## config.mk

```make
export PLATFORM = sky130hd
export DESIGN_NAME = divider_flat
export DESIGN_NICKNAME = d
export VERILOG_FILES = /design/src/rtl/divider_pkg.sv /design/src/rtl/divider_if.sv /design/src/rtl/divider_step.sv /design/src/rtl/divider.sv /design/src/flat_wrapper.sv
export SDC_FILE = /design/constraint.sdc
export NUM_CORES = 2
export LEC_CHECK = 0
export ABC_AREA = 1
export BUFFER_PORTS_ARGS = -buffer_cell sky130_fd_sc_hd__buf_2
export CORE_MARGIN = 5
export CORE_UTILIZATION = 31
export CTS_CLUSTER_SIZE = 40
export DETAILED_ROUTE_END_ITERATION = 12
export SLEW_MARGIN = 20
export SYNTH_ARGS = -nofsm -noshare
export SYNTH_HDL_FRONTEND = slang
export SYNTH_SLANG_ARGS = --single-unit
```

## constraint.sdc

```tcl
create_clock -name clock -period 4.9 [get_ports clock]
set_input_delay 0.735 -clock clock [delete_from_list [all_inputs] [get_ports clock]]
set_output_delay 0.735 -clock clock [all_outputs]
set_load 0.005 [all_outputs]
```

## src/rtl/divider_pkg.sv

```systemverilog
// Shared types and constants for the restoring radix-2 divider.
// Optional divide-by-zero flag is enabled by defining DIVIDER_DBZ_EN.
package divider_pkg;

    localparam int DIVIDER_N = 128;

    typedef enum logic [1:0] {
        IDLE = 2'd0,
        BUSY = 2'd1,
        DONE = 2'd2
    } state_t;

endpackage

```

## src/rtl/divider_if.sv

```systemverilog
// Request/result bundle between a divider client (master) and the divider (slave).
// div_by_zero exists only when DIVIDER_DBZ_EN is defined.
interface divider_if #(
    parameter int N = divider_pkg::DIVIDER_N
);
    logic         start;
    logic [N-1:0] in1;
    logic [N-1:0] in2;
    logic         ready;
    logic [N-1:0] quotient;
    logic [N-1:0] remainder;
`ifdef DIVIDER_DBZ_EN
    logic         div_by_zero;

    modport master (output start, in1, in2,
                    input  ready, quotient, remainder, div_by_zero);
    modport slave  (input  start, in1, in2,
                    output ready, quotient, remainder, div_by_zero);
`else
    modport master (output start, in1, in2,
                    input  ready, quotient, remainder);
    modport slave  (input  start, in1, in2,
                    output ready, quotient, remainder);
`endif
endinterface

```

## src/rtl/divider_step.sv

```systemverilog
// One combinational restoring division step: shift in a dividend bit,
// trial-subtract the divisor, keep the difference when it is non-negative.
module divider_step #(
    parameter int N = divider_pkg::DIVIDER_N
) (
    input  logic [N:0]   rem_in,
    input  logic         dividend_bit,
    input  logic [N-1:0] divisor,
    output logic [N:0]   rem_out,
    output logic         q_bit
);
    logic [N+1:0] shifted;
    logic [N+1:0] diff;

    assign shifted = {rem_in, dividend_bit};
    assign diff    = shifted - {2'b00, divisor};

    // A zero divisor always "fits"; this keeps the top bit of a growing
    // partial remainder from flipping the sign test.
    assign q_bit   = ~diff[N+1] | (divisor == '0);
    assign rem_out = q_bit ? diff[N:0] : shifted[N:0];

endmodule

```

## src/rtl/divider.sv

```systemverilog
// Multi-cycle unsigned divider: one restoring step per clock, N clocks per result.
// Define DIVIDER_DBZ_EN to add the div_by_zero flag and a 1-cycle zero-divisor path.
module divider
    import divider_pkg::*;
#(
    parameter int N = DIVIDER_N
) (
    input logic      clock,
    input logic      reset,
    divider_if.slave bus
);
    localparam int            CW        = $clog2(N);
    localparam logic [CW-1:0] LAST_STEP = CW'(N - 1);

    state_t        state_reg;
    state_t        state_next;
    logic [CW-1:0] count_reg;
    logic [N-1:0]  dividend_reg;
    logic [N-1:0]  divisor_reg;
    logic [N-1:0]  quot_reg;
    logic [N:0]    rem_reg;
    logic [N:0]    step_rem_in;
    logic [N:0]    step_rem_out;
    logic          step_q_bit;
    logic          last_step;
`ifdef DIVIDER_DBZ_EN
    logic          dbz_reg;
`endif

    assign last_step = (count_reg == LAST_STEP);

    // The first step starts from a zero partial remainder, so the visible
    // result registers are left untouched until BUSY actually begins.
    assign step_rem_in = (count_reg == '0) ? '0 : rem_reg;

    divider_step #(.N(N)) u_step (
        .rem_in       (step_rem_in),
        .dividend_bit (dividend_reg[N-1]),
        .divisor      (divisor_reg),
        .rem_out      (step_rem_out),
        .q_bit        (step_q_bit)
    );

    always_ff @(posedge clock) begin
        if (reset) begin
            state_reg <= IDLE;
        end else begin
            state_reg <= state_next;
        end
    end

    always_comb begin
        state_next = state_reg;
        case (state_reg)
            IDLE: begin
                if (bus.start) begin
                    state_next = BUSY;
                end
            end
            BUSY: begin
`ifdef DIVIDER_DBZ_EN
                if (dbz_reg || last_step) begin
                    state_next = DONE;
                end
`else
                if (last_step) begin
                    state_next = DONE;
                end
`endif
            end
            DONE: begin
                if (!bus.start) begin
                    state_next = IDLE;
                end
            end
            default: state_next = IDLE;
        endcase
    end

    always_ff @(posedge clock) begin
        if (reset) begin
            count_reg    <= '0;
            dividend_reg <= '0;
            divisor_reg  <= '0;
            quot_reg     <= '0;
            rem_reg      <= '0;
`ifdef DIVIDER_DBZ_EN
            dbz_reg      <= 1'b0;
`endif
        end else begin
            case (state_reg)
                IDLE: begin
                    if (bus.start) begin
                        dividend_reg <= bus.in1;
                        divisor_reg  <= bus.in2;
                        count_reg    <= '0;
`ifdef DIVIDER_DBZ_EN
                        dbz_reg      <= (bus.in2 == '0);
`endif
                    end
                end
                BUSY: begin
`ifdef DIVIDER_DBZ_EN
                    if (dbz_reg) begin
                        quot_reg <= '1;
                        rem_reg  <= {1'b0, dividend_reg};
                    end else
`endif
                    begin
                        rem_reg      <= step_rem_out;
                        quot_reg     <= {quot_reg[N-2:0], step_q_bit};
                        dividend_reg <= {dividend_reg[N-2:0], 1'b0};
                        count_reg    <= last_step ? '0 : count_reg + CW'(1);
                    end
                end
                default: ;
            endcase
        end
    end

    assign bus.ready     = (state_reg == DONE);
    assign bus.quotient  = quot_reg;
    assign bus.remainder = rem_reg[N-1:0];
`ifdef DIVIDER_DBZ_EN
    assign bus.div_by_zero = dbz_reg;
`endif

endmodule

```

## src/flat_wrapper.sv

```systemverilog
// flat-port wrapper written by rule: the top's interface ports become plain ports
module divider_flat import divider_pkg::*;
#(
    parameter int N = DIVIDER_N
)
  (clock, reset, bus_start, bus_in1, bus_in2, bus_ready, bus_quotient, bus_remainder);
  divider_if #(.N(N)) bus_i ();
  input logic clock;
  input logic reset;
  input wire logic [$bits(bus_i.start)-1:0] bus_start;
  input wire logic [$bits(bus_i.in1)-1:0] bus_in1;
  input wire logic [$bits(bus_i.in2)-1:0] bus_in2;
  output wire logic [$bits(bus_i.ready)-1:0] bus_ready;
  output wire logic [$bits(bus_i.quotient)-1:0] bus_quotient;
  output wire logic [$bits(bus_i.remainder)-1:0] bus_remainder;
  assign bus_i.start = bus_start;
  assign bus_i.in1 = bus_in1;
  assign bus_i.in2 = bus_in2;
  assign bus_ready = bus_i.ready;
  assign bus_quotient = bus_i.quotient;
  assign bus_remainder = bus_i.remainder;
  divider #(.N(N)) u_core (.clock(clock), .reset(reset), .bus(bus_i));
endmodule
```

## Yosys cells after proc, flatten, opt, wreduce, memory -nomap -nowiden

Index checks and enable logic that the tools add are counted.

- Bits of input ports: 259
- Output and inout port bits: 257
- Register bits after elaboration: 522

- Reductions and logical operators: 7
- Bitwise operators: 2
- Equal/unequal tests: 6
- Multiplexer cells: 11
- Add/subtract/negate cells: 2

Operators by type and width:

| kind | number |
|---|---|
| $mux 129 | 2 |
| $pmux 128 s2 | 1 |
| $sub 130x128->130 | 1 |
| $logic_not 128->1 | 1 |
| $mux 128 | 1 |
| $mux 7 | 2 |
| $pmux 7 s2 | 1 |
| $add 7x1->7 const B | 1 |
| $eq 7x7->1 const B | 1 |
| $logic_not 7->1 | 1 |
| $mux 2 | 3 |
| $pmux 2 s3 | 1 |
| $ne 2x2->1 const B | 2 |
| $reduce_and 2->1 | 2 |
| $reduce_and 3->1 | 1 |
| $eq 2x1->1 const B | 1 |
| $eq 2x2->1 const B | 1 |
| $logic_not 2->1 | 1 |
| $ne 2x1->1 const B | 1 |
| $reduce_bool 2->1 | 1 |
| $not 1->1 | 1 |
| $or 1x1->1 | 1 |

## Depth between registers and ports, before layout

- Depth after elaboration: 6
- Depth in mapped cells: 30

## Modules after synthesis

Synthesis repeated with hierarchy kept, for this count alone.

- Cell total of the unflattened synthesis: 6053
- Area, all modules: 36289.8 µm²

Modules (own cells, without submodules):

| module | area an instance (µm²) | sequential area each (µm²) | cells each | instances |
|---|---|---|---|---|
| divider | 21244.1 | 10450.0 | 2847 | 1 |
| divider_step | 15045.7 | 0.0 | 3206 | 1 |

## Worst setup path after synthesis

No wires, ideal clock.

- Path type: reg2reg
- Start: reg u_core.count_reg[0]
- End: reg u_core.rem_reg[25]
- Setup slack: 1.186 ns
- Stages on the path, launching flop included: 26
- Buffers on the path: 5
- Data required time: 4.791 ns
- Period minus slack after synthesis: 3.714 ns
- Data arrival time: 3.605 ns
- Setup time: 0.109 ns
- Cells stage by stage: dfxtp_1 > inv_1 > ha_1 > nand3_1 > clkbuf_1 > clkbuf_1 > buf_1 > nand2_1 > inv_1 > ha_1 > a21oi_1 > o21ai_0 > a21oi_1 > nand2_1 > a21oi_1 > nand2_2 > nand2_1 > nand2_1 > nand2_2 > nand3_4 > buf_4 > buf_6 > nand2_1 > nand3_1 > nand2_1 > inv_1

- Cells in the longest elaborated chain, start to end: 6

RTL lines:

| element | RTL line | text |
|---|---|---|
| start: declaration | divider.sv:17 | `logic [CW-1:0] count_reg;` |
| start signal: assignment | divider.sv:113 | `count_reg <= last_step ? '0 : count_reg + CW'(1);` |
| $logic_not 7->1 (*) | divider.sv:34 | `assign step_rem_in = (count_reg == '0) ? '0 : rem_reg;` |
| $mux 129 (*) | divider.sv:34 |  |
| $sub 130x128->130 | divider_step.sv:16 | `assign diff = shifted - {2'b00, divisor};` |
| $not 1->1 | divider_step.sv:20 | `assign q_bit = ~diff[N+1] \| (divisor == '0);` |
| $or 1x1->1 | divider_step.sv:20 |  |
| $mux 129 (*) | divider_step.sv:21 | `assign rem_out = q_bit ? diff[N:0] : shifted[N:0];` |
| end signal: assignment | divider.sv:110 | `rem_reg <= step_rem_out;` |
| end: declaration | divider.sv:21 | `logic [N:0] rem_reg;` |

Every way passes the cells marked *; elsewhere a longest branch is shown, timed or not.
A chain may end at the register's enable or synchronous reset.

## Worst setup path in the final report

- Start: reg u_core.count_reg[4]
- End: reg u_core.rem_reg[65]

The elaborated chain is that of the path after synthesis.

==> metrics.md <==
| Metric | Value |
|---|---|
| Yosys warns | 0 |
| Vias/cell | 4.909 |
| Gates resized, CTS repair | 0 |
| Syn-to-layout area delta | 15.30% |
| Total negative slack | 0 ps |
| Worst-path maximum fanout | 77 |
| Clk_lat worst skew | about 690 ps |
| Switch share | between 30% and 40% |
| P per Cell Area | 351.4 nW/µm² |
| Pin count of the biggest net entering global routing | ~180 |
| Syn avg cell area | approximately 6.3 µm² |
| TritonCTS clock tree | done |
| I/O pins | 516 |
| CTS H-Tree Depth | 2 |
| Total number of vias | between 30,000 and 40,000 |
| CTS clock-pin slew for the worst setup and hold paths | approximately 60 ps |
| Clock Skew | between 30 and 40 ps |
| Clock buffer depth | 3 |
| Max-slew headroom | 26.61% |
| FMAX | 222.0 MHz |
| Unrepaired setup endpoints after global routing | no |
| Ys async rst share | 0% |
| Seq pwr share | between 30% and 40% |
| Fin nets | between 6,000 and 7,000 |
| Distinct cells, synth | 40 |
| Initial antenna violation count | 15 |
| Clock sink total | roughly 520 |
| Clk network pwr share | 36.8% |
| Clk root buf | clkbuf_16 |
| Post-CTS Repair Setup Buffers | 0 |
| 1st-iter DRT viols | 2,975 |
| Max_cap viols | 0 |
| Max FFs per register | 129 |
| Pint | around 9.0 mW |
| Status | completed |
| Fin crit share | about 90% |
| CP Class | register to register |
| DRC | 0 |
| Vias in the first global route | between 30,000 and 40,000 |
| Total CTS buffers | a little over 60 |
| Router iterations before antenna repair | 6 |
| Hold Slack | between 300 and 400 ps |
| Starting density of the core | between 30% and 40% |
| #FFs+latches synth | about 520 |
| Port Buffers | 515 |
| Fin. Hold Viols | 0 |
| Reg-to-reg slack, setup | roughly 400 ps |
| GPL Wtd Cong | just over 1 |
| Total Power | between 10 and 15 mW |
| Die height | about 340 µm |
| DP Area | about 38,000 µm² |
| Layout cells sized above 1 | 12.01% |
| Pins over their slew limit | 0 |
| Die width | between 300 and 400 µm |
| DRT antenna net count | 0 |
| Final wirelength | 144.3 mm |
| CP Data Arrival Time | about 5100 ps |
| Leakage | 19.11 nW |
| Setup violations, final | 0 |
| Post-Syn Nets | slightly below 6,000 |
| Worst Tran Pin Value | ~1100 ps |
| Comb pwr share | between 20 and 30% |
| Core area | roughly 110,000 µm² |
| EDFF count, synth | 0 |
| Drt wl/cell | between 15 and 20 µm |
| Tot GR Track Use | between 20 and 25% |
| Post-synth top area cell | dfxtp_1 |
| Net Switching | 5.128 mW |
| Area share of the largest cell type after synthesis | a little under a third |
| Crit start category | register |
| Sequential share of the synthesized area | 30.06% |
| Synth top area cells | dfxtp_1, nand2_1, nor2_1 |
| Cell area after synthesis | around 35,000 µm² |
| Hold crit path type | primary input to register |
| Site Rows | roughly 120 |
| First-pass GRT wire length | between 200 and 250 mm |
| Post-DP HPWL | between 100 and 150 mm |
| Worst Path Required | around 5500 ps |
| Post-layout instance area | between 40,000 and 50,000 µm² |
| Die ar. | approximately 120,000 µm² |
| Min Tclk post-route | ~4500 ps |
| Grt total ovfl | 0 |
| CP Capture Type | register |
| Syn Inst Count | between 5,000 and 6,000 |
| Top_reg_cell synth | dfxtp_1 |
| CTS Hold Bufs | 0 |
| VDD IR-drop max | around 0.3 mV |
==> power groups by stage <==
stage	Sequential [mW]	Combinational (mW)	Clock [mW]
detailed placement	4.81	4.12	0
CTS	4.72	4.15	5.34
finish	4.72	4.19	5.18
floorplan	4.76	2.83	0
global placement	4.81	4.12	0
global route	4.75	4.61	5.49
==> synth_stat cells, types with 8 or more instances <==
cell type  instances
nor2_1           925
a21oi_1          419
ha_1             130
nand3b_1          41
buf_4            132
xor2_1            71
clkbuf_1         216
buf_1             23
buf_6              9
inv_2              8
o21a_1            18
nor3_1            32
o21ai_0          182
nor4_1            39
nand3_1          202
o21bai_1          13
dfxtp_1          522
a211oi_1         385
nand2_2            9
o21ai_1           41
nand2_1         1108
inv_1            849
nand4_1          113
==> per-layer routing <==
metal / part of all wire (%) / vias up / track usage (%)
met5: 0 / - / 0
met2: 46 / 889 / 37.23
met4: 2.8 / 0 / 6.293
met3: 5.9 / 173 / 4.180
li1: - / 18241 / -
met1: 46 / 16630 / 31.50
==> critical path: stages, from the launching register on <==
cell,delay (ps)
dfxtp_1,350
nor3_1,310
nand3_4,150
buf_12,210
nand2_1,150
inv_1,50
ha_1,390
nand2_1,130
nor2_1,140
inv_1,80
nor2_1,300
nand2_1,270
nor3_2,180
nand2_2,100
nand2_2,160
nand2_1,130
nand3_4,110
nand3_4,320
buf_12,320
nand2_1,120
nand2_1,50
o21ai_1,140
inv_1,50
==> stage by stage <==
| stage | worst slack, ps | instances | utilization, % |
|---|---|---|---|
| after detailed placement | 489.7 | 7196 | 34.02 |
| after floorplan | 1186 | 5538 | - |
| after global placement | 561.3 | 7196 | 34.02 |
| after global routing | 80.68 | 7317 | 36.11 |
| after CTS | 436.7 | 7308 | 36.09 |
| final | 394.9 | 7320 | 36.12 |
==> cells by family after synthesis <==
family,Yosys count,share of synthesized area (%)
adders and majority gates,131,4.737
buffers and inverters,1246,15.13
xor gates and xnor gates,77,1.940
and+or+nand+nor,2485,29.48
DFF,522,30.06
AOI/OAI and AO/OA,1077,18.65
==> cells in the final DEF (no fill, tap or decap), drive strengths merged, types with 33 or more instances in the layout <==
master,instances
a211oi,385
a21oi,421
buf,558
clkbuf,85
dfxtp,522
ha,130
inv,863
nand2,1117
nand3,207
nand3b,41
nand4,113
nor2,929
nor3,33
nor4,39
o21ai,223
xor2,71
==> final timing paths <==
check,from,end,cells after the start
worst max register to register,u_core.count_reg[4]$_SDFFE_PP0P_,u_core.rem_reg[65]$_SDFFE_PP0P_,22
worst min-delay path,bus_in2[6],u_core.divisor_reg[6]$_SDFFE_PP0P_,3
worst max-delay path,u_core.count_reg[4]$_SDFFE_PP0P_,u_core.rem_reg[65]$_SDFFE_PP0P_,22
worst min register to register,u_core.bus.quotient[127]$_SDFFE_PP0P_,u_core.bus.quotient[127]$_SDFFE_PP0P_,2
==> area by class of cell <==
type | count | area, µm²
Antenna cell | 12 | 30.03
Clock buffer | 85 | 1778
Clock inverter | 27 | 523.0
Fill cell | 12366 | 70890
Inverter | 858 | 3228
Multi-Input combinational cell | 3770 | 19100
Sequential cell | 522 | 10450
Tap cell | 1488 | 1862
Timing Repair Buffer | 558 | 3110
Power figures use the tool's default switching activity.
